### src/rtl/reg_file.sv
// ---------------------------------------------------------------------------
// reg_file
//   16-entry x 19-bit register file for the image-downsampling datapath.
//   Two combinational read ports (A, B), one synchronous write port (C),
//   per-register synchronous clear selected by RST_SEL, and a byte-wide
//   load path from data memory into DR. AR and the low byte of DR are
//   exported to the data-memory interface.
//
//   Register map: R0 = constant zero, R1 = AR, R2 = DR, R3..R15 = general.
//
// Ports
//   clk       in   1   clock; every state change happens on its rising edge
//   RST_SEL   in   4   nonzero: clear register[RST_SEL]; 0: no clear
//   C_SEL     in   4   write-port select; 0: no write
//   c_in      in   19  write-port data (stored verbatim)
//   A_SEL     in   4   read-port A select
//   B_SEL     in   4   read-port B select
//   MEM       in   2   00 idle, 01 load DR from mem_data, 10 store, 11 idle
//   mem_data  in   8   word read from data memory
//   a_out     out  19  register[A_SEL]
//   b_out     out  19  register[B_SEL]
//   dm_addr   out  19  AR (R1)
//   dm_data   out  8   DR[7:0] (R2 low byte)
// ---------------------------------------------------------------------------
module reg_file #(
    parameter int DW   = 19,
    parameter int MW   = 8,
    parameter int NSEL = 4
) (
    input  logic            clk,
    input  logic [NSEL-1:0] RST_SEL,
    input  logic [NSEL-1:0] C_SEL,
    input  logic [DW-1:0]   c_in,
    input  logic [NSEL-1:0] A_SEL,
    input  logic [NSEL-1:0] B_SEL,
    input  logic [1:0]      MEM,
    input  logic [MW-1:0]   mem_data,
    output logic [DW-1:0]   a_out,
    output logic [DW-1:0]   b_out,
    output logic [DW-1:0]   dm_addr,
    output logic [MW-1:0]   dm_data
);

    localparam int              NREG     = 1 << NSEL;
    localparam logic [NSEL-1:0] AR_IDX   = NSEL'(1);
    localparam logic [NSEL-1:0] DR_IDX   = NSEL'(2);
    localparam logic [1:0]      MEM_LOAD = 2'b01;

    // Flat view of all registers; slot 0 is the hard-wired zero register so
    // the read muxes can index it directly without a special case.
    logic [NREG-1:0][DW-1:0] rf_view;
    logic                    mem_load;

    assign mem_load   = (MEM == MEM_LOAD);
    assign rf_view[0] = '0;

    genvar gi;
    generate
        for (gi = 1; gi < NREG; gi++) begin : g_reg
            localparam logic [NSEL-1:0] IDX = NSEL'(gi);

            // Power-up value is zero (FPGA register init); there is no
            // global reset, only the per-register clear via RST_SEL.
            logic [DW-1:0] reg_q = '0;
            logic [DW-1:0] reg_d;

            // Priority: clear, then memory load (DR only), then C write.
            always_comb begin
                reg_d = reg_q;
                if (RST_SEL == IDX) begin
                    reg_d = '0;
                end else if ((IDX == DR_IDX) && mem_load) begin
                    reg_d = {{(DW-MW){1'b0}}, mem_data};
                end else if (C_SEL == IDX) begin
                    reg_d = c_in;
                end
            end

            always_ff @(posedge clk) begin
                reg_q <= reg_d;
            end

            assign rf_view[gi] = reg_q;
        end
    endgenerate

    // Reads are purely combinational from stored state: no write-through.
    assign a_out   = rf_view[A_SEL];
    assign b_out   = rf_view[B_SEL];
    assign dm_addr = rf_view[AR_IDX];
    // Stores only carry the low byte of DR; upper DR bits are not exported.
    assign dm_data = rf_view[DR_IDX][MW-1:0];

endmodule

### config.mk
export PLATFORM = sky130hd
export DESIGN_NAME = reg_file
export DESIGN_NICKNAME = d
export VERILOG_FILES = /design/src/rtl/reg_file.sv
export SDC_FILE = /design/constraint.sdc
export NUM_CORES = 1
export LEC_CHECK = 0
export ABC_AREA = 1
export BUFFER_PORTS_ARGS = -buffer_cell sky130_fd_sc_hd__buf_4
export CAP_MARGIN = 20
export CORE_MARGIN = 2
export CORE_UTILIZATION = 40
export CTS_CLUSTER_SIZE = 16
export DETAILED_ROUTE_END_ITERATION = 6
export GPL_TIMING_DRIVEN = 0
export PLACE_DENSITY = 0.69
export SLEW_MARGIN = 20
export SYNTH_ARGS = -nofsm -noshare
export SYNTH_HDL_FRONTEND = slang
export SYNTH_SLANG_ARGS = --single-unit
### constraint.sdc
create_clock -name clk -period 3.4 [get_ports clk]
set_input_delay 0.68 -clock clk [delete_from_list [all_inputs] [get_ports clk]]
set_output_delay 0.68 -clock clk [all_outputs]
set_load 0.05 [all_outputs]
== After elaboration in Yosys (flattened, before gate mapping) ==
Index checks and enable logic that the tools add are counted.

* Logic and storage cells: 57
* Latch bits: 0
* Output and inout bits: 65
* RAM bits: 0
* Memory bits (read-only): 0
* Input bits: 46
* Memories kept: 0
* Register bits after elaboration: 285

* Add/sub/neg operators: 0
* Reductions and logical operators: 2
* Bitwise gates (word level): 0
* Shifts and indexed selects: 0
* $mul: 0
* Mux-type cells: 6
* Equality and inequality tests: 31
* Order comparisons: 2
* Div/mod/pow operators: 0

{| class="wikitable"
|+ Operators with widths
! cell !! count
|-
| $bmux 19 s4 || 2
|-
| $eq 4x4->1 const B || 16
|-
| $mux 19 || 2
|-
| $eq 4x3->1 const B || 8
|-
| $eq 4x2->1 const B || 4
|-
| $mux 8 || 2
|-
| $lt 4x5->1 const B || 2
|-
| $eq 4x1->1 const B || 2
|-
| $eq 2x1->1 const B || 1
|-
| $reduce_bool 2->1 || 1
|-
| $reduce_or 2->1 || 1
|}

== Longest topological paths before layout ==
* Depth in word-level cells: 3
* Depth in mapped cells: 9
* Mapped depth without buffers: 8

== Worst setup path after synthesis ==
Ideal clock, no wire load.

* Kind: input port to output port
* From: input port B_SEL[0]
* To: output port b_out[15]
* Buffers on the path: 3
* Data required time: 2720 ps
* Slack: 974 ps
* Arrival: 1746 ps
* Stages: 8
* Cells stage by stage: buf_4 -> buf_4 -> buf_4 -> nand2_1 -> nand3_1 -> nand3_1 -> nand3_1 -> nand2_1

* Word-level cells in the longest chain between the ends: 2

{| class="wikitable"
|+ RTL lines
! element !! RTL line !! source
|-
| start: declaration || 35 || <nowiki>input logic [NSEL-1:0] B_SEL,</nowiki>
|-
| $bmux 19 s4 || 89 || <nowiki>assign b_out = rf_view[B_SEL];</nowiki>
|-
| $mux 19 (not written as such) || 89 ||
|-
| end: declaration || 39 || <nowiki>output logic [DW-1:0] b_out,</nowiki>
|}

No other way between the ends. The select of a mux whose other input is x is not followed.

== Worst setup path in the final report ==
* From: input port A_SEL[2]
* To: output port a_out[7]

* Word-level cells in the longest chain between the ends: 2

{| class="wikitable"
|+ RTL lines
! element !! RTL line !! source
|-
| start: declaration || 34 || <nowiki>input logic [NSEL-1:0] A_SEL,</nowiki>
|-
| $bmux 19 s4 || 88 || <nowiki>assign a_out = rf_view[A_SEL];</nowiki>
|-
| $mux 19 (not written as such) || 88 ||
|-
| end: declaration || 38 || <nowiki>output logic [DW-1:0] a_out,</nowiki>
|}

No other way between the ends. The select of a mux whose other input is x is not followed.

==> impl_summary.md <==
Cells and area
Of the cells placed in the final design, the portion with a size suffix greater than 1 is 0.125. The library cells used most frequently in the layout, excluding fill and tap cells, are 696 x nand2_1, 518 x nand3_1, 285 x dfxtp_1, 277 x a21oi_1, 274 x inv_1. The repair_antennas step left the layout with diodes totalling 0.

In the final design database the tool counted between 2000 and 3000 nets. The library cell used most frequently in the layout, excluding fill and tap cells, is nand2_1. From synthesis to final layout, the design area changed by 15.4%.

STA
Setup total negative slack on the finished layout was measured at 0 ns. The period utilization is 0.989. Static timing analysis puts the maximum clock frequency at about 0.30 GHz. The number of hold violations in the final report was 0. Final hold analysis gives a worst-case slack of 0.464 ns. The worst setup skew after layout is 0 ns.

For the pin with the worst max-slew slack, the measured transition is 1.12 ns. Setup repair after global routing left no endpoint under its margin. The number of slew-limit violations in the final report was 0. In this run the tightest slew margin relative to its limit is 0.254. Counting I/O delays and the setup requirement, the final critical path takes roughly 3.4 ns. The count of endpoints failing setup in the final report is 0. In the post-route analysis, the smallest setup slack over all paths is 0.0375 ns.

Pwr
Of the total power, the share spent switching nets is 0.378. For this design the total switching power over the nets is 4.35 mW. The share of total power dissipated in the clock network is 0.323.

The share of total power dissipated in sequential elements is 0.370. The reported leakage power is ~9 nW. The worst IR drop on VDD is around 0.51 mV. The internal power of the cells totals around 7 mW. Power spread over the standard cell area amounts to slightly above 600 mW/mm^2. The portion of total power attributed to combinational logic is 0.307.

Flow run
Across the run, the number of max-cap violations was 0.

Global route
Entering global routing, the biggest net connects 14 pins. The global-route wire length before repair is between 100 and 150 mm. The number of antenna violations at the first check in global routing was 1. The number of global-route vias before repair is 18300. Summed over all layers, the global routing overflow is 0. For this run, the total global-route usage over all layers was measured as 0.364.

Die
The starting density of the core is 0.405. The die covers roughly 0.043 mm^2. Row generation in the floorplan step produced 74 rows. The area inside the core boundary is between 0.04 and 0.05 mm^2.

The height of the die is about 210 um. 111 I/O pins were placed. The horizontal extent of the die is roughly 210 um.

Status
The flow ran to the end, but the final reports show violations. The final reports fail on DRC.

Routing
The wire length after detailed routing is between 80 and 90 mm. The via-per-instance ratio is 6.05. In the final routed layout, each cell accounts on average for roughly 25 um. The first TritonRoute pass finished after 7 iterations. The routed layout has between 15000 and 20000 vias. The post-detailed-route count of antenna-violating nets is 0. In the routed design, unresolved DRC markers number 5.

The number of DRC markers after the initial detailed-route iteration is just under 3000.

Yosys
The instance count of the mapped netlist is 2599. The average footprint of a synthesized cell is 6.35 um^2. The synthesized design contains 285 register bits. The share of synthesized area occupied by flip-flops and latches is 0.346.

The count of cell types in the netlist is 19. The number of nets in the synthesized netlist is ~2600. Summing every instance area after synthesis gives 0.0165 mm^2. The Yosys warning count is 0.

Critical path
The startpoint class of the critical path is a primary input. The reg-to-reg setup timing slack is 2.62 ns. The arrival time at the worst endpoint is roughly 2.7 ns.

In this run the critical register-to-register path is launched from g_reg[2].reg_q[7]. The critical path start-end classification is in -> out. Of all nets on the critical path, the largest fanout is 10. STA classifies the critical path endpoint as an output port.

In this run the critical register-to-register path is captured at g_reg[2].reg_q[7]. The required time of the worst setup path is 2.72 ns. The cell depth of the worst flop-to-flop path is 2.

Clocking
The count of hold buffers inserted by post-cts repair is 0. TritonCTS built the clock tree. The cell chosen for the clock root is clkbuf_16. The H-tree was split into 2 levels.

The total clock buffers created by CTS is 35. The clock net sink count is about 290. Once the clock tree was built, the setup fixing pass inserted 0 buffers. The later pin in the worst-skew pair is clocked with a latency of 0.57 ns. Clock-pin slew was measured on the worst setup and hold paths at 0.06 ns.

The maximum buffer depth of the clock tree is 3. The post-CTS resize count is 0.

Place
The count of buffers from port buffering is between 100 and 150. After legalization and detailed placement, the total HPWL measured 61.0 mm. At the end of routability-driven placement, the weighted congestion stood at a little over 1.

OpenSTA, run right after detailed placement, puts the worst setup slack at between 0.2 and 0.25 ns.

Worst hold path
The path type of the worst min-delay path is in -> reg. Along the worst hold path, the cell count comes to 3. The worst hold path terminates at g_reg[12].reg_q[15]. The worst hold path begins at c_in[15].
[critical path: stages]
cell and delay [ns]:
buf_4 0.09, clkbuf_1 0.72, buf_2 0.44, nand3_1 0.17, nand3_1 0.26, nand2_1 0.10
buf_4 0.20
[cells by family after synthesis]
family	share of synthesized area
buf+inv	0.150
simple gates	0.322
compound gates	0.182
flops	0.346
[cells in the mapped netlist]
cell,n,area (um^2)
buf_2,102,510
clkbuf_1,67,251
nand4_1,1,6.26
buf_4,53,398
inv_4,2,12.5
buf_1,11,41.3
buf_6,18,203
o22ai_1,240,1500
nor2_1,19,71.3
clkbuf_2,2,10.0
nor2_2,5,31.3
o21ai_0,22,110
clkinv_1,2,7.51
a21oi_1,277,1390
inv_2,5,18.8
nand2_1,696,2610
nand3_1,518,2590
dfxtp_1,285,5710
inv_1,274,1030
[routing by layer]
layer  up-vias  global-route usage  part of all wire  wire [um]
met5         -                   0           0.00016         13
met2      1461               0.555              0.43      34800
met3       287              0.0943              0.13      10600
met4         2               0.181             0.049       4020
met1      9249               0.477              0.39      32000
li1       8933                   -                 -          -
[per-stage QoR]
step           cell area [um^2]  cells  utilization  power, mW
5_1_grt                   19000   3297        0.468       11.9
6_report                  19000   3297        0.468       11.5
4_1_cts                   19000   3297        0.468       11.4
3_5_place_dp              18000   3237        0.441       7.71
2_1_floorplan             16500   2599            -       6.58
3_3_place_gp              18000   3237        0.441       7.62
[power by group through the flow]
stage	registers [mW]	clock network, mW	logic [mW]
3_5_place_dp	4.32	0	3.39
2_1_floorplan	4.37	0	2.21
4_1_cts	4.25	3.73	3.40
3_3_place_gp	4.30	0	3.32
6_report	4.26	3.72	3.53
5_1_grt	4.31	3.85	3.79
[state kept, by name (all words and copies together), names as in the netlist]
register	cells
g.reg_q	266
dm_addr	19
[area by class of cell]
cell class / instances / area [um^2]
well taps: 532 / 666
fillers: 4256 / 21700
inverters: 283 / 1070
flip-flops and latches: 285 / 5710
repair buffers: 106 / 796
plain buffers: 253 / 1410
multi-input cells: 1778 / 8310
clock buffers: 47 / 981
clock inverters: 13 / 106
[worst max path at each step]
stage	end	cells past startpoint	startpoint	slack (ns)
detailed placement	a_out[17]	7	A_SEL[2]	0.22
finish	a_out[7]	7	A_SEL[2]	0.04
floorplan	b_out[15]	8	B_SEL[0]	0.97
CTS	a_out[17]	7	A_SEL[2]	0.22
global route	a_out[15]	8	A_SEL[1]	0.09
global placement	b_out[6]	8	B_SEL[2]	0.17
(Power assumes the default switching activity.)
